File: config.mk
export PLATFORM = sky130hd
export DESIGN_NAME = output_vc_ctrl
export DESIGN_NICKNAME = d
export VERILOG_FILES = /design/src/rtl/output_vc_ctrl.sv
export SDC_FILE = /design/constraint.sdc
export NUM_CORES = 1
export LEC_CHECK = 0
export ABC_AREA = 1
export CORE_MARGIN = 2
export CORE_UTILIZATION = 40
export DETAILED_ROUTE_END_ITERATION = 6
export PLACE_DENSITY = 0.72
export SYNTH_ARGS = -nofsm -noshare
export SYNTH_HDL_FRONTEND = slang
export SYNTH_SLANG_ARGS = --single-unit
File: constraint.sdc
create_clock -name clk -period 2.4 [get_ports clk]
set_input_delay 0.48 -clock clk [delete_from_list [all_inputs] [get_ports clk]]
set_output_delay 0.48 -clock clk [all_outputs]
set_load 0.1 [all_outputs]
File: src/rtl/output_vc_ctrl.sv
// output_vc_ctrl
//   Output-port controller for one router direction. Holds one packet buffer per
//   virtual channel (even/odd), accepts writes from the even and odd arbitrators
//   and shares the single output link between the two VCs by router polarity.
//
//   polarity=0: even VC internal (writable), odd VC external (sendable).
//   polarity=1: odd VC internal, even VC external.
//
// Ports
//   clk           router clock, rising edge
//   reset         asynchronous active-low reset
//   polarity      router phase, toggles every cycle
//   even_wr_en    even arbitrator write enable
//   even_wr_data  even arbitrator write data
//   odd_wr_en     odd arbitrator write enable
//   odd_wr_data   odd arbitrator write data
//   even_empty    even buffer empty (to even arbitrator)
//   odd_empty     odd buffer empty (to odd arbitrator)
//   out_ready     downstream input buffer for the external VC is empty
//   out_send      link valid, one cycle per transmitted packet
//   out_data      link data, holds last value when idle
//   pkt_count     packets transmitted since reset, wraps
//   err_overflow  sticky: write hit a full buffer
//   err_phase     sticky: write targeted the external VC
module output_vc_ctrl #(
    parameter int unsigned DATA_WIDTH = 64,
    parameter int unsigned CNT_WIDTH  = 16
) (
    input  logic                  clk,
    input  logic                  reset,
    input  logic                  polarity,
    input  logic                  even_wr_en,
    input  logic [DATA_WIDTH-1:0] even_wr_data,
    input  logic                  odd_wr_en,
    input  logic [DATA_WIDTH-1:0] odd_wr_data,
    output logic                  even_empty,
    output logic                  odd_empty,
    input  logic                  out_ready,
    output logic                  out_send,
    output logic [DATA_WIDTH-1:0] out_data,
    output logic [CNT_WIDTH-1:0]  pkt_count,
    output logic                  err_overflow,
    output logic                  err_phase
);

    logic                  even_full_q, even_full_d;
    logic                  odd_full_q, odd_full_d;
    logic [DATA_WIDTH-1:0] buf_even_q, buf_even_d;
    logic [DATA_WIDTH-1:0] buf_odd_q, buf_odd_d;
    logic                  out_send_q, out_send_d;
    logic [DATA_WIDTH-1:0] out_data_q, out_data_d;
    logic [CNT_WIDTH-1:0]  pkt_count_q, pkt_count_d;
    logic                  err_overflow_q, err_overflow_d;
    logic                  err_phase_q, err_phase_d;

    logic even_wr_ok, odd_wr_ok;
    logic overflow_hit, phase_hit;
    logic ext_full, send;
    logic [DATA_WIDTH-1:0] ext_data;

    always_comb begin
        // Writes are only legal to the internal VC of this phase.
        even_wr_ok   = even_wr_en & ~polarity & ~even_full_q;
        odd_wr_ok    = odd_wr_en  &  polarity & ~odd_full_q;
        overflow_hit = (even_wr_en & ~polarity & even_full_q) |
                       (odd_wr_en  &  polarity & odd_full_q);
        phase_hit    = (even_wr_en & polarity) | (odd_wr_en & ~polarity);

        ext_full = polarity ? even_full_q : odd_full_q;
        ext_data = polarity ? buf_even_q  : buf_odd_q;
        send     = ext_full & out_ready;
    end

    always_comb begin
        even_full_d    = even_full_q;
        odd_full_d     = odd_full_q;
        buf_even_d     = buf_even_q;
        buf_odd_d      = buf_odd_q;
        out_send_d     = send;
        out_data_d     = out_data_q;
        pkt_count_d    = pkt_count_q;
        err_overflow_d = err_overflow_q | overflow_hit;
        err_phase_d    = err_phase_q | phase_hit;

        if (even_wr_ok) begin
            buf_even_d  = even_wr_data;
            even_full_d = 1'b1;
        end
        if (odd_wr_ok) begin
            buf_odd_d  = odd_wr_data;
            odd_full_d = 1'b1;
        end

        // Write and send always touch different VCs, so no priority is needed.
        if (send) begin
            out_data_d  = ext_data;
            pkt_count_d = pkt_count_q + {{(CNT_WIDTH-1){1'b0}}, 1'b1};
            if (polarity) begin
                even_full_d = 1'b0;
            end else begin
                odd_full_d = 1'b0;
            end
        end
    end

    always_ff @(posedge clk or negedge reset) begin
        if (!reset) begin
            even_full_q    <= 1'b0;
            odd_full_q     <= 1'b0;
            buf_even_q     <= '0;
            buf_odd_q      <= '0;
            out_send_q     <= 1'b0;
            out_data_q     <= '0;
            pkt_count_q    <= '0;
            err_overflow_q <= 1'b0;
            err_phase_q    <= 1'b0;
        end else begin
            even_full_q    <= even_full_d;
            odd_full_q     <= odd_full_d;
            buf_even_q     <= buf_even_d;
            buf_odd_q      <= buf_odd_d;
            out_send_q     <= out_send_d;
            out_data_q     <= out_data_d;
            pkt_count_q    <= pkt_count_d;
            err_overflow_q <= err_overflow_d;
            err_phase_q    <= err_phase_d;
        end
    end

    assign even_empty   = ~even_full_q;
    assign odd_empty    = ~odd_full_q;
    assign out_send     = out_send_q;
    assign out_data     = out_data_q;
    assign pkt_count    = pkt_count_q;
    assign err_overflow = err_overflow_q;
    assign err_phase    = err_phase_q;

endmodule

==> flow_summary.toml, run 1 <==
[yosys]
syn_avg_cell_area_um2 = 11.39
yosysMostFrequentCell = "nand2_1"
synth_flop_cell = "dfrtp_1"
yosys_warnings = 0
synth-edff-count = 0
synth_seq_area_share_pct = 62.25
synth_area_leaders = "dfrtp_1 62%, mux2_2 17%, nand2_1 11%, nand3_1 4.4%, inv_1 1.1%"
synth_top_area_cell = "dfrtp_1"
synth_area_um2 = 8562
synthArstFlopShare_pct = 100.0
postSynthCellCount = 752
synthDistinctLibCells = 23
syn-num-nets = 887
synth_common_cells = "241 x nand2_1, 213 x dfrtp_1, 128 x mux2_2"
synth.top_cell.area_share_pct = 62.25
ys_ff_latch = 213

[route]
vias = 6165
drtPass1Iterations = 5
initialDrtViolationCount = 194
drt_wl_total_um = 20400
route.detailed.drc = 0
viasPerCell = 4.847
drtAntennaViolNets = 0
wire_per_inst_um = 16.04

[clocking]
cts_num_sinks = 213
numCtsBuffers = 23
htreeDepth = 1
clock_latency_ns = 0.51
cts_tree = "built"
clk_transition_reported_paths_ns = 0.06
cts_root_buf = "clkbuf_16"
cts_buffer_depth = 3

[grt]
overflow = 0
grt_util_met3_pct = 4.273
antenna_found_initial = 1
grt_usage_pct = 18.04
grt_pass1_wl_um = 32480
grt_use_met2_pct = 29.34
grt.busiest_layer = "met2"
use_met1_pct = 24.29
grt_pass1_vias = 6215
grt_max_degree = 71

[sta]
period_needed_ns = 1.894
max_freq_ghz = 0.5281
worst_hold_slack_ns = 0.4633
hold_viol_final = 0
rsz0062_at_grt = "no"
finalSetupViolCount = 0
skew_ns = 0.01111
slew_headroom_pct = 61.78
tightest_slew_ns = 0.5733
report.final.slew_viol_count = 0
post-route-period-util_pct = 78.91
setup_tns_ns = 0

[floorplanning]
die-area_um2 = 22590
ioPinCount = 219
die_w_um = 150.3
die_h_um = 150.3
initial_core_util_pct = 40.73
core_area_um2 = 21020
rows = 53

[worst_setup_path]
cpLargestDelayFamily = "buffers and inverters"
required_ns = 1.92
crit_buf_inv = 2
rrSetupSlack_ns = 0.68
r2r_cells = 7
worst_path_max_delay_cell = "dfrtp_1"
cpPeakStageDelay_ns = 0.37
r2r_start = "pkt_count[1]"
timing.rr.end = "pkt_count[8]"
crit_type = "reg -> out"
crit_path_end_kind = "output port"
cp-start-kind = "register"
cp.arrival_ns = 1.41
critPathMaxFanout = 5
worstPathCellList = "inv_1, buf_4"

[power]
max-vdd-ir-drop_mv = 0.7776
power_density_nw_per_um2 = 1297
p_leak_nw = 5.461

[placed_design]
gp_congestion = 0.8101
placed_cell_area_um2 = 10990
portBuffers = 218
post-dp-hpwl_um = 13850

[final_layout]
fin_area_um2 = 11720
nets = 1118
final_util_pct = 55.74
drive_gt1_share_pct = 27.71
syn2layout_area_growth_pct = 36.86
fill_cells = 1803

[status]
outcome = "completed"

[min_path]
hold_path_class = "reg -> reg"
holdPathStages = 2
hold_end = "out_data[44]"
min_from = "buf_odd_q[44]"

[run]
max-cap-violations = 0
==> worst max path at each step <==
stage / to / cells past startpoint / startpoint / slack, ns
finish: even_empty / 2 / even_full_q / 0.51
global route: pkt_count[14] / 8 / pkt_count[1] / 0.44
CTS: even_empty / 2 / even_full_q / 0.50
detailed placement: pkt_count[8] / 7 / polarity / 0.17
global placement: pkt_count[8] / 7 / polarity / 0.24
floorplan: pkt_count[8] / 7 / pkt_count[1] / 0.25
==> stage by stage <==
stage / total power, mW / setup WS (ns) / std cells
3_5_place_dp: 11.93 / 0.1699 / 1232
2_1_floorplan: 10.28 / 0.2496 / 752
3_3_place_gp: 11.81 / 0.2387 / 1232
5_1_grt: 15.91 / 0.4373 / 1271
6_report: 15.20 / 0.5062 / 1272
4_1_cts: 15.33 / 0.4966 / 1271
==> metal layers <==
| layer | share of wire [%] | vias to the layer above | wire length [µm] |
|---|---|---|---|
| met5 | 0 | - | 0 |
| met4 | 2.3 | 0 | 459 |
| met3 | 7.0 | 38 | 1437 |
| met2 | 47 | 179 | 9486 |
| met1 | 44 | 3018 | 9017 |
| li1 | - | 2930 | - |
==> what timing repair did <==
item / 4_1_cts / 5_1_grt
resized for setup: 0 / 0
buffers inserted: 0 / 0
hold endpoints to repair: 63 / 0
hold buffers: 1 / 0
==> cells by family after synthesis <==
logic type | synth area share, %
AO/OA/AOI/OAI | 0.2776
flip-flops | 62.25
AND/OR/NAND/NOR | 16.28
multiplexers | 16.83
XOR/XNOR | 0.8184
adder cells (fa/ha/maj) | 0.1461
buffers and inverters | 3.390
==> tightest hold or removal path: stages (launching register included) <==
cell and delay, ns:
dfrtp_1 0.34, nand2_1 0.05, nand3_1 0.05
==> final cells by class <==
cell class / instances / area (µm²) / area share [%]
flip-flops and latches: 213 / 5330 / 45.49
multi-input cells: 478 / 2962 / 25.27
repair buffers: 239 / 2260 / 19.28
clock buffers: 34 / 686.9 / 5.862
well taps: 275 / 344.1 / 2.936
inverters: 28 / 106.4 / 0.9076
clock inverters: 4 / 26.28 / 0.2242
diodes: 1 / 2.502 / 0.02136
==> registers in the layout (all words and copies together) (netlist names) <==
register and flops:
err_overflow 1, odd_full_q 1, pkt_count 16, buf_odd_q 64
even_full_q 1, buf_even_q 64, out_send 1, out_data 64
err_phase 1
==> report_power, final <==
part / switching (mW) / internal, mW / total (mW)
sequential: 0.710 / 4.80 / 5.51
combinational: 4.63 / 1.70 / 6.33
clock: 1.39 / 1.96 / 3.35
==> layout by cell type (no fill, tap or decap) <==
master | synthesis | routed
nor2_1 | 13 | 13
nand3_4 | 1 | 3
nand2_1 | 241 | 241
buf_12 | 0 | 10
nand4_1 | 5 | 5
buf_4 | 1 | 95
nand3_1 | 75 | 74
xor2_1 | 7 | 7
clkbuf_1 | 11 | 4
dlygate4sd3_1 | 0 | 1
o221ai_1 | 1 | 1
xnor2_1 | 1 | 1
dfrtp_1 | 213 | 213
buf_8 | 0 | 1
a21oi_1 | 1 | 1
o21ai_0 | 2 | 2
clkinvlp_4 | 0 | 1
mux2_2 | 128 | 128
nor2_2 | 1 | 1
diode_2 | 0 | 1
inv_6 | 0 | 1
clkbuf_8 | 0 | 7
clkbuf_16 | 0 | 23
clkdlybuf4s50_1 | 0 | 132
inv_1 | 25 | 24
inv_2 | 2 | 3
ha_1 | 1 | 1
clkinv_2 | 1 | 3
Note: power is estimated with default switching activity, not from simulation.
==> run 2: changes to the inputs <==
==> constraint.sdc (replaced) <==
create_clock -name clk -period 1.9 [get_ports clk]
set_input_delay 0.38 -clock clk [delete_from_list [all_inputs] [get_ports clk]]
set_output_delay 0.38 -clock clk [all_outputs]
set_load 0.1 [all_outputs]
==> flow_summary.toml, run 2 (synthesis results as in run 1) <==
[status]
outcome = "completed"

[floorplanning]
die-area_um2 = 22590
die_h_um = 150.3
ioPinCount = 219
rows = 53
core_area_um2 = 21020
initial_core_util_pct = 40.73
die_w_um = 150.3

[route]
route.detailed.drc = 0
initialDrtViolationCount = 188
vias = 6131
viasPerCell = 4.812
drtPass1Iterations = 4
drt_wl_total_um = 20560
drtAntennaViolNets = 0
wire_per_inst_um = 16.14

[grt]
overflow = 0
antenna_found_initial = 0
grt_pass1_wl_um = 32820
grt_pass1_vias = 6203
grt_usage_pct = 18.32
grt_max_degree = 54

[final_layout]
regArea_um2 = 5335
syn2layout_area_growth_pct = 41.93
insertedDiodeCount = 0
drive_gt1_share_pct = 28.33
final_cell_mix = "241 x nand2_1, 209 x dfrtp_1, 132 x clkdlybuf4s50_1"
fill_cells = 1732
mostFrequentLayoutCell = "nand2_1"
nets = 1119
stdcell_count = 1274
multi_input_comb_area_um2 = 2962

[sta]
max_freq_ghz = 0.5983
report.final.slew_viol_count = 0
setup_tns_ns = 0
rsz0062_at_grt = "no"
skew_ns = 0.009159
post-route-period-util_pct = 87.97
tightest_slew_ns = 0.3815
finalSetupViolCount = 0
setup_ws_ns = 0.2286
hold_viol_final = 0
worst_hold_slack_ns = 0.3749
period_needed_ns = 1.671
slew_headroom_pct = 74.57

[placed_design]
pre_cts_ws_ns = -0.006089
portBuffers = 218
dpl.cell_count = 1233
post-dp-hpwl_um = 14040
gp_congestion = 0.7766

[clocking]
htreeDepth = 1
numCtsBuffers = 23
cts_buffer_depth = 3
cts_num_sinks = 213
cts_tree = "built"
clk_transition_reported_paths_ns = 0.06
cts_root_buf = "clkbuf_16"
clock_latency_ns = 0.50

[worst_setup_path]
cpPeakStageDelay_ns = 0.39
cpLargestDelayFamily = "buffers and inverters"
crit_type = "reg -> out"
worst_path_max_delay_cell = "dfrtp_1"
crit_buf_inv = 2
cp.depth = 2
cp.arrival_ns = 1.29
r2r_cells = 9
crit_path_end_kind = "output port"
critPathMaxFanout = 5
cp-start-kind = "register"
worstPathCellList = "clkinvlp_4, buf_12"
required_ns = 1.52

[power]
p_leak_nw = 5.589
max-vdd-ir-drop_mv = 1.035
power_mw = 19.86
power_density_nw_per_um2 = 1635

[min_path]
hold_path_class = "in -> async"

[run]
max-cap-violations = 0
==> run 2: cell types whose count changed in the layout (fill, tap and decap cells not counted), moves of 2 or more <==
| cell | previous run | this run |
|---|---|---|
| buf_12 | 10 | 42 |
| buf_4 | 95 | 64 |
| clkbuf_1 | 4 | 6 |
| clkinvlp_4 | 1 | 4 |
| dfrtp_1 | 213 | 209 |
| dfrtp_2 | 0 | 4 |
| inv_1 | 24 | 22 |
==> run 2: routing by layer <==
metal	up-vias	global-route usage, %	wire length, µm
li1	2933	-	-
met1	3016	24.51	8862
met2	160	30.30	9971
met3	22	4.758	1429
met4	0	3.726	293
met5	-	0	0
==> run 2: final timing paths <==
| path | from | to | slack, ns |
|---|---|---|---|
| max | even_full_q | even_empty | 0.23 |
| min | reset | buf_even_q[56] | 0.37 |
| max in group asynchronous | reset | buf_odd_q[48] | 0.93 |
| max reg2reg | even_full_q | out_data[4] | 0.36 |
| min in group clk | buf_odd_q[7] | out_data[7] | 0.47 |
| min reg2reg | buf_odd_q[7] | out_data[7] | 0.47 |
==> run 2: power by group <==
group          switching, mW  internal [mW]  leakage [nW]
sequential             0.995           6.08          2.56
combinational           5.86           2.63          2.67
clock                   1.75           2.56         0.353
==> run 2: cell type report <==
| cell class | instances | area share (%) |
|---|---|---|
| inverter | 28 | 0.9370 |
| sequential | 213 | 43.90 |
| tap | 275 | 2.832 |
| clock inverter | 6 | 0.5251 |
| timing repair buffer | 240 | 21.94 |
| multi-input combinational | 478 | 24.37 |
| clock buffer | 34 | 5.488 |
==> run 2: repair_timing <==
action                                  in CTS  in global routing
endpoints found under the setup margin       0                  0
hold buffers                                 1                  0
resized for setup                            0                  0
endpoints found under the hold margin       32                  0
setup buffers                                0                  0
==> run 2: metrics by stage <==
step                      area, µm²  utilization [%]
final                         12150            57.81
after global routing          12150            57.81
after CTS                     12150            57.81
after detailed placement      11410            54.28
after global placement        11410            54.28
after floorplan                8579                -
